--- config.mk ---
export PLATFORM = sky130hd
export DESIGN_NAME = rtc_bus_reader
export DESIGN_NICKNAME = d
export VERILOG_FILES = /design/src/rtl/rtc_bus_reader.sv
export SDC_FILE = /design/constraint.sdc
export NUM_CORES = 1
export LEC_CHECK = 0
export CELL_PAD_IN_SITES_DETAIL_PLACEMENT = 0
export CELL_PAD_IN_SITES_GLOBAL_PLACEMENT = 2
export CORE_MARGIN = 2
export CORE_UTILIZATION = 41
export DETAILED_ROUTE_END_ITERATION = 7
export PLACE_DENSITY_LB_ADDON = 0.08
export REMOVE_ABC_BUFFERS = 1
export SYNTH_ARGS = -nofsm -noshare
export SYNTH_HDL_FRONTEND = slang
export SYNTH_SLANG_ARGS = --single-unit
--- constraint.sdc ---
create_clock -name clk -period 3.8 [get_ports clk]
set_input_delay 0.76 -clock clk [delete_from_list [all_inputs] [get_ports clk]]
set_output_delay 0.76 -clock clk [all_outputs]
set_load 0.005 [all_outputs]
--- src/rtl/rtc_bus_reader.sv ---
// rtc_bus_reader: sweeps the 11 RTC time/timer registers over a multiplexed
// address/data bus into a shadow buffer. It publishes the buffer to
// datos0..datos10 in one step on the frame tick.
// Optional feature macro: BCD_CHECK_EN. When it is defined, any byte with a
// nibble above 9 is rejected, and the sticky bcd_err output is added.
module rtc_bus_reader #(
    parameter int unsigned T_PULSE = 4,
    parameter int unsigned T_GAP   = 2,
    parameter logic [7:0]  A_CLK   = 8'h21,
    parameter logic [7:0]  A_TMR   = 8'h41
) (
    input  logic       clk,
    input  logic       reset,
    input  logic       start,
    input  logic       frame_tick,
    input  logic [7:0] ad_in,
    output logic [7:0] ad_out,
    output logic       ad_oe,
    output logic       cs_n,
    output logic       rd_n,
    output logic       wr_n,
    output logic       a_d,
    output logic       busy,
    output logic       snap_ready,
    output logic [7:0] datos0,
    output logic [7:0] datos1,
    output logic [7:0] datos2,
    output logic [7:0] datos3,
    output logic [7:0] datos4,
    output logic [7:0] datos5,
    output logic [7:0] datos6,
    output logic [7:0] datos7,
    output logic [7:0] datos8,
    output logic [7:0] datos9,
    output logic [7:0] datos10
`ifdef BCD_CHECK_EN
    ,
    output logic       bcd_err
`endif
);

    localparam int unsigned T_MAX = (T_PULSE > T_GAP) ? T_PULSE : T_GAP;
    localparam int unsigned CW    = $clog2(T_MAX + 1);
    localparam logic [CW-1:0] PULSE_LAST = CW'(T_PULSE - 1);
    localparam logic [CW-1:0] GAP_LAST   = CW'(T_GAP - 1);
    localparam logic [3:0]    IDX_LAST   = 4'd10;

    typedef enum logic [2:0] {
        S_IDLE,
        S_ADDR,
        S_GAP_A,
        S_DATA,
        S_GAP_D
    } state_t;

    state_t          state, state_nxt;
    logic [CW-1:0]   cnt, cnt_nxt;
    logic [3:0]      idx, idx_nxt;

    logic [7:0]      shadow  [0:10];
    logic [7:0]      datos_q [0:10];

    logic            cs_n_nxt, rd_n_nxt, wr_n_nxt, a_d_nxt, ad_oe_nxt;
    logic [7:0]      ad_out_nxt;

    logic            last_pulse, last_gap;
    logic            sweep_go, sweep_end, sample, publish;
    logic [7:0]      sample_val;

    // The first 8 bytes come from the clock bank. The last 3 bytes come from the timer bank.
    function automatic logic [7:0] addr_of(input logic [3:0] i);
        if (i < 4'd8)
            return A_CLK + {4'd0, i};
        else
            return A_TMR + {4'd0, i - 4'd8};
    endfunction

    assign last_pulse = (cnt == PULSE_LAST);
    assign last_gap   = (cnt == GAP_LAST);
    assign sweep_go   = (state == S_IDLE) && start;
    assign sweep_end  = (state == S_GAP_D) && last_gap && (idx == IDX_LAST);
    assign sample     = (state == S_DATA) && last_pulse;
    assign publish    = frame_tick && snap_ready;

`ifdef BCD_CHECK_EN
    logic bad_bcd;
    assign bad_bcd    = (ad_in[7:4] > 4'd9) || (ad_in[3:0] > 4'd9);
    assign sample_val = bad_bcd ? datos_q[idx] : ad_in;
`else
    assign sample_val = ad_in;
`endif

    // State register, phase counter and byte index
    always_ff @(posedge clk or negedge reset) begin
        if (!reset) begin
            state <= S_IDLE;
            cnt   <= '0;
            idx   <= '0;
        end else begin
            state <= state_nxt;
            cnt   <= cnt_nxt;
            idx   <= idx_nxt;
        end
    end

    // Next-state logic. Each phase lasts until its counter reaches the phase length.
    always_comb begin
        state_nxt = state;
        cnt_nxt   = cnt;
        idx_nxt   = idx;
        case (state)
            S_IDLE: begin
                if (start) begin
                    state_nxt = S_ADDR;
                    cnt_nxt   = '0;
                    idx_nxt   = '0;
                end
            end
            S_ADDR: begin
                if (last_pulse) begin
                    state_nxt = S_GAP_A;
                    cnt_nxt   = '0;
                end else begin
                    cnt_nxt = cnt + 1'b1;
                end
            end
            S_GAP_A: begin
                if (last_gap) begin
                    state_nxt = S_DATA;
                    cnt_nxt   = '0;
                end else begin
                    cnt_nxt = cnt + 1'b1;
                end
            end
            S_DATA: begin
                if (last_pulse) begin
                    state_nxt = S_GAP_D;
                    cnt_nxt   = '0;
                end else begin
                    cnt_nxt = cnt + 1'b1;
                end
            end
            S_GAP_D: begin
                if (last_gap) begin
                    cnt_nxt = '0;
                    if (idx == IDX_LAST) begin
                        state_nxt = S_IDLE;
                        idx_nxt   = '0;
                    end else begin
                        state_nxt = S_ADDR;
                        idx_nxt   = idx + 1'b1;
                    end
                end else begin
                    cnt_nxt = cnt + 1'b1;
                end
            end
            default: begin
                state_nxt = S_IDLE;
                cnt_nxt   = '0;
                idx_nxt   = '0;
            end
        endcase
    end

    // Decode the bus strobes from the next state, so that the strobe registers
    // change on the same edge as the state register.
    always_comb begin
        cs_n_nxt   = 1'b1;
        rd_n_nxt   = 1'b1;
        wr_n_nxt   = 1'b1;
        a_d_nxt    = 1'b1;
        ad_oe_nxt  = 1'b0;
        ad_out_nxt = ad_out;
        case (state_nxt)
            S_ADDR: begin
                cs_n_nxt   = 1'b0;
                wr_n_nxt   = 1'b0;
                a_d_nxt    = 1'b0;
                ad_oe_nxt  = 1'b1;
                ad_out_nxt = addr_of(idx_nxt);
            end
            S_DATA: begin
                cs_n_nxt = 1'b0;
                rd_n_nxt = 1'b0;
            end
            default: ;
        endcase
    end

    // Registered bus strobes and the busy flag
    always_ff @(posedge clk or negedge reset) begin
        if (!reset) begin
            cs_n   <= 1'b1;
            rd_n   <= 1'b1;
            wr_n   <= 1'b1;
            a_d    <= 1'b1;
            ad_oe  <= 1'b0;
            ad_out <= '0;
            busy   <= 1'b0;
        end else begin
            cs_n   <= cs_n_nxt;
            rd_n   <= rd_n_nxt;
            wr_n   <= wr_n_nxt;
            a_d    <= a_d_nxt;
            ad_oe  <= ad_oe_nxt;
            ad_out <= ad_out_nxt;
            busy   <= (state_nxt != S_IDLE);
        end
    end

    // Sample ad_in into the shadow buffer on the last cycle of each data phase
    always_ff @(posedge clk or negedge reset) begin
        if (!reset) begin
            for (int unsigned i = 0; i < 11; i++)
                shadow[i] <= '0;
        end else if (sample) begin
            shadow[idx] <= sample_val;
        end
    end

    // The snapshot handshake. The tick uses the registered snap_ready, so a tick
    // on the same edge that completes a sweep waits for the next frame.
    always_ff @(posedge clk or negedge reset) begin
        if (!reset)
            snap_ready <= 1'b0;
        else if (sweep_end)
            snap_ready <= 1'b1;
        else if (sweep_go || publish)
            snap_ready <= 1'b0;
    end

    // Copy the whole shadow buffer to the display bytes in one step
    always_ff @(posedge clk or negedge reset) begin
        if (!reset) begin
            for (int unsigned i = 0; i < 11; i++)
                datos_q[i] <= '0;
        end else if (publish) begin
            for (int unsigned i = 0; i < 11; i++)
                datos_q[i] <= shadow[i];
        end
    end

`ifdef BCD_CHECK_EN
    // Sticky flag for a rejected non-BCD byte. A new sweep clears it.
    always_ff @(posedge clk or negedge reset) begin
        if (!reset)
            bcd_err <= 1'b0;
        else if (sweep_go)
            bcd_err <= 1'b0;
        else if (sample && bad_bcd)
            bcd_err <= 1'b1;
    end
`endif

    assign datos0  = datos_q[0];
    assign datos1  = datos_q[1];
    assign datos2  = datos_q[2];
    assign datos3  = datos_q[3];
    assign datos4  = datos_q[4];
    assign datos5  = datos_q[5];
    assign datos6  = datos_q[6];
    assign datos7  = datos_q[7];
    assign datos8  = datos_q[8];
    assign datos9  = datos_q[9];
    assign datos10 = datos_q[10];

endmodule

### After elaboration in Yosys (flattened, before gate mapping)

Index checks and enable logic that the tools add are counted.

* $add $sub $neg: 5
* order comparisons: 3
* equal/unequal tests: 10
* mux-type cells: 25
* bitwise gates (word level): 1
* reduce and logical (&&, ||, !) cells: 14

Operators by type and width (count)
* bitwise mux 88 bit: 1
* demux 8 bit (select 4 bit): 1
* two-way mux 3 bit: 8
* two-way mux 8 bit: 2
* case mux 3 bit (5 select lines): 1
* equality test 3 x 2 -> 1 bit, second input constant: 4
* two-way mux 4 bit: 3
* case mux 4 bit (3 select lines): 1
* equality test 3 x 1 -> 1 bit, second input constant: 3
* case mux 3 bit (3 select lines): 1
* adder 7 x 4 -> 8 bit, first input constant: 1
* adder 6 x 4 -> 7 bit, first input constant: 1
* two-way mux 1 bit: 7
* logical AND 1 bit: 6
* OR reduction 2 bit: 3
* greater-or-equal comparator 5 bit, second input constant: 1
* < comparator 5 x 1 -> 1 bit, second input constant: 1
* NOT 4 -> 5 bit: 1
* adder 4 x 1 -> 4 bit, second input constant: 1
* equality test 4 bit, second input constant: 1
* < comparator 4 bit, second input constant: 1
* subtractor 4 bit, second input constant: 1
* adder 3 x 1 -> 3 bit, second input constant: 1
* equality test 3 bit, second input constant: 1
* other kinds (6): 6

* bits in registers: 200
* output and inout port bits: 103

### Depth between registers and ports, before layout

* depth in word-level cells: 7
* mapped depth: 9

### Worst setup path after synthesis

Ideal clock, no wire load.

* kind: in2reg
* from: in start
* to: reg ad_out[2]
* library setup time: 0.125 ns
* arrival: 2.287 ns
* required time: 3.675 ns
* setup slack: 1.388 ns
* stages on the path: 6
* path buffers: 0
* cell sequence: or3b_2 -> o2bb2ai_1 -> a211o_1 -> ha_1 -> xor2_1 -> mux2_2

* cells in the longest elaborated chain, start to end: 5

RTL lines
* start: declaration: RTL line 14 `input logic start,`
* two-way mux 4 bit (*): RTL line 113 `if (start) begin`
* case mux 4 bit (3 select lines) (*): RTL line 111 `case (state)`
* via idx_nxt[1]: RTL line 58 `logic [3:0] idx, idx_nxt;`
* subtractor 4 bit: RTL line 75 `return A_TMR + {4'd0, i - 4'd8};`
* adder 7 x 4 -> 8 bit: RTL line 75
* two-way mux 8 bit (*): RTL line 72 `if (i < 4'd8)`
* end signal: assignment: RTL line 206 `ad_out <= ad_out_nxt;`
* end: declaration: RTL line 17 `output logic [7:0] ad_out,`

Mark *: on every way through the listed nets, which the timed path passes. The rest lies on a longest branch.
A chain may end at the register's enable or synchronous reset.

### Final worst setup path

* from: reg cnt[1]
* to: reg shadow[50] (netlist name)

* cells in the longest elaborated chain, start to end: 2

RTL lines
* start: declaration: RTL line 57 `logic [CW-1:0] cnt, cnt_nxt;`
* start signal: assignment: RTL line 101 `cnt <= cnt_nxt;`
* equality test 3 x 2 -> 1 bit: RTL line 78 `assign last_pulse = (cnt == PULSE_LAST);`
* logical AND 1 bit: RTL line 82 `assign sample = (state == S_DATA) && last_pulse;`
* end signal: indexed assignment: RTL line 217 `shadow[idx] <= sample_val;`
* end: declaration: RTL line 60 `logic [7:0] shadow [0:10];`

Every way passes these cells.

==> run summary <==
Of the synthesized area, sequential elements account for 0.638. The total DRC errors in the routed layout is 0. The number of antenna violations at the first check in global routing is 0. The wire length of the first global-routing pass came out at 25600 um. The overall track demand over capacity in global routing is 0.168. In the final routed layout, each cell accounts on average for 18.5 um. The number of hold-repair buffers added at the cts stage is 0. Yosys attributes the largest share of cell area to sky130_fd_sc_hd__dfrtp_1 63%, sky130_fd_sc_hd__mux2_2 25%, sky130_fd_sc_hd__mux2_4 1.5%, sky130_fd_sc_hd__dfstp_2 1.0%, sky130_fd_sc_hd__ha_1 0.97%.

The total power per unit cell area is 513 mW/mm2. After floorplanning, the core was sized to cover 0.0186 mm2. Of the post-synthesis cell area, the dominant cell type holds 0.628. The number of storage elements in the synthesis netlist came out at 198.

The tool flagged a number of max-cap violations equal to 0. TritonCTS built the clock tree. The final critical delay including setup and external delays is 2580 ps.

Relative to the synthesized area, the layout overhead comes to 24.3%. Clock tree synthesis selected as its root buffer the cell sky130_fd_sc_hd__clkbuf_16. 0 antenna diodes ended up in the layout. The number of post-CTS setup repair buffers came out at 0. Summed over all instances, the cell type with the most area after synthesis is sky130_fd_sc_hd__dfrtp_1. In this run the tool buffered the top-level ports with 112 buffer cells.

The die is 142 um tall. After legalization and detailed placement, the total HPWL measured 10400 um. The total power after layout came out at 4.96 mW.

The Yosys step of the flow raised 0 warnings. The clock net sink count came out at 198. The per-instance average area after synthesis came out at 15.3 um2.

The maximum number of pins on one net before global-route repair came out at 86. In this run the worst hold path is classified as in2async. The post-detailed-route via-to-cell ratio is 5.07. The initial utilization of the core area, before any placement, comes to 0.417.

The number of max-slew violations in the final report was 0. The final worst clock skew came out at 12.5 ps. In the finished design, the share of the clock period the worst path needs comes to 0.680.

The number of global-route vias before repair is 4615. Of the cells placed in the final design, the portion with a size suffix greater than 1 is 0.359. After detailed routing, the total wire length is 15900 um. In the synthesized netlist the dominant register cell turns out to be sky130_fd_sc_hd__dfrtp_1. The post-cts sizing count came out at 0. The worst reg2reg path endpoint is shadow[50]. After the last flow step, the layout net total stands at 632. The count of cell types in the netlist is 43. The cell count along the critical path is 6.

The die width is 142 um. The run finished with clean final reports. In this run the critical register-to-register path is launched from cnt[1].

The number of standard cells after synthesis came out at 509. The total overflow left after global routing is 0. The type of the setup path with the least slack is reg2reg. The cell depth of the worst flop-to-flop path is 6. The reg-to-reg setup timing slack came out at 1220 ps. The synthesized design contains 0 enable-type register cells. Setup violations remaining at the end of the flow were counted as 0. The number of hold violations in the final report came out at 0.

Setup repair after global routing left no endpoint under its margin. The most numerous cell type found on the critical path is sky130_fd_sc_hd__ha_1. The last weighted congestion value of the routability-driven placer came out at 0.745.

The maximum operating frequency is 387 MHz. Detailed routing inserted a total of 4366 vias. The slowest stage of the critical path belongs to the cell sky130_fd_sc_hd__or3_1. The remaining antenna violation count after routing is 0. The first-pass detailed-route iteration total came out at 4.

The row count came out at 50. The post-synthesis instance area came out at 0.00777 mm2. The buffer and inverter count on the worst path came out at 0.

The static leakage came out at 4.59 nW. The total negative setup slack came out at 0 ps. The worst setup path is captured at a flop. The total die area came out at 0.0201 mm2. The kind of cell adding the most delay to the critical path is simple AND/OR/NAND/NOR gates.

For this run, asynchronously set or reset flops after synthesis account for 1.00. The worst slew margin relative to its limit came out at 0.445. The slew at the pin with the worst max-slew slack came out at 833 ps.

In this run the number of H-tree levels came out at 4. The detailed router finished its first iteration with 146 violations. The critical path data required time came out at 4110 ps. Clock tree synthesis inserted a total of 17 buffers. The I/O pin count came out at 115. STA classifies the critical path startpoint as a flop. The maximum fanout along the worst path is 8.

The clock reaches the later pin of the worst-skew pair after 430 ps. On the worst path, the slowest cell contributes a delay of 580 ps. Clock-pin slew was measured on the worst setup and hold paths at 70 ps.

The worst vdd rail ir drop came out at 316 uV. The signal on the critical path passes through ha_1 -> ha_1 -> nand4_2 -> or3b_1 -> or3_1 -> mux2_4. The buffer depth of the longest clock path came out at 2. The data arrival time at the worst-slack endpoint came out at 2890 ps.
-- routing by layer --
metal  share of wire  vias to the layer above  global-route usage
met5               0                        -                   0
met2            0.49                       82               0.277
met4           0.014                        0              0.0600
met3           0.030                       16              0.0321
met1            0.46                     2277               0.223
li1                -                     1991                   -
-- registers in the layout, summed over array words and instances (netlist names), 3 cells and up --
| register | count |
|---|---|
| shadow | 88 |
| datos4 | 8 |
| datos0 | 8 |
| datos6 | 8 |
| cnt | 3 |
| datos7 | 8 |
| ad_out | 6 |
| datos2 | 8 |
| datos1 | 8 |
| datos8 | 8 |
| idx | 4 |
| datos10 | 8 |
| state | 3 |
| datos5 | 8 |
| datos3 | 8 |
| datos9 | 8 |
-- how the worst max path moves through the flow --
stage                     slack (ps)          to        from
after floorplan                  620   datos0[0]  frame_tick
after global placement           820   ad_out[2]       start
after detailed placement         770   ad_out[2]       start
after CTS                       1210  shadow[50]      cnt[1]
after global routing            1060   ad_out[1]      cnt[1]
final                           1220  shadow[50]      cnt[1]
-- cells by family (layout without fill, tap and decap cells) --
logic type,after synthesis,count (layout),share of synthesized area
adder cells (fa/ha/maj),6,6,0.00966
flip-flops,198,198,0.638
AO/OA/AOI/OAI,24,24,0.0204
buffers and inverters,40,157,0.0220
AND/OR/NAND/NOR,56,56,0.0406
other,1,2,0.000482
XOR/XNOR,4,4,0.00451
multiplexers,180,180,0.265
-- cell type report --
cell class	count	area, um2
fillers	1605	8970
clock buffers	20	447
inverters	10	37.5
flip-flops and latches	198	4960
repair buffers	115	1170
multi-input cells	272	2660
clock inverters	12	104
well taps	234	293
-- power breakdown --
group / internal (mW) / leakage (nW) / switching [mW]
registers: 2.37 / 2.62 / 0.182
logic: 0.387 / 1.70 / 0.329
clock network: 0.920 / 0.266 / 0.771
-- through the flow --
stage | worst slack, ps | util | instance area, um2 | hold WS (ps) | instances
after floorplan | 617 | - | 7640 | 464 | 480
final | 1220 | 0.519 | 9670 | 346 | 861
after detailed placement | 770 | 0.489 | 9120 | 490 | 829
after global placement | 820 | 0.489 | 9120 | 483 | 829
after global routing | 1060 | 0.519 | 9670 | 385 | 861
after CTS | 1210 | 0.519 | 9670 | 357 | 861
-- Yosys cell counts (3+ instances only) --
master                       n
sky130_fd_sc_hd__mux2_2    172
sky130_fd_sc_hd__ha_1        6
sky130_fd_sc_hd__nor2_1      7
sky130_fd_sc_hd__dfrtp_1   195
sky130_fd_sc_hd__a21oi_1     6
sky130_fd_sc_hd__nand3_1     4
sky130_fd_sc_hd__mux2_4      8
sky130_fd_sc_hd__nor2b_1     5
sky130_fd_sc_hd__buf_4       3
sky130_fd_sc_hd__o21ai_0     6
sky130_fd_sc_hd__dfstp_2     3
sky130_fd_sc_hd__nor2_2      3
sky130_fd_sc_hd__inv_1       9
sky130_fd_sc_hd__xor2_1      4
sky130_fd_sc_hd__nand2b_1    5
sky130_fd_sc_hd__nand2_1    15
sky130_fd_sc_hd__buf_1       8
sky130_fd_sc_hd__clkbuf_1   16
sky130_fd_sc_hd__nor3_1      3
-- cell usage in the layout, fill, tap and decap left out, drive strengths merged, types with 3 or more instances in the layout --
| cell | n |
|---|---|
| nand2 | 15 |
| nand2b | 5 |
| clkdlybuf4s50 | 111 |
| or3b | 3 |
| nor3 | 3 |
| clkinvlp | 3 |
| mux2 | 180 |
| inv | 12 |
| clkinv | 6 |
| nor2b | 5 |
| dfstp | 3 |
| o21ai | 6 |
| nor2 | 10 |
| ha | 6 |
| dfrtp | 195 |
| nand3 | 4 |
| a21oi | 6 |
| buf | 3 |
| xor2 | 4 |
| clkbuf | 21 |
(Power assumes the default switching activity.)
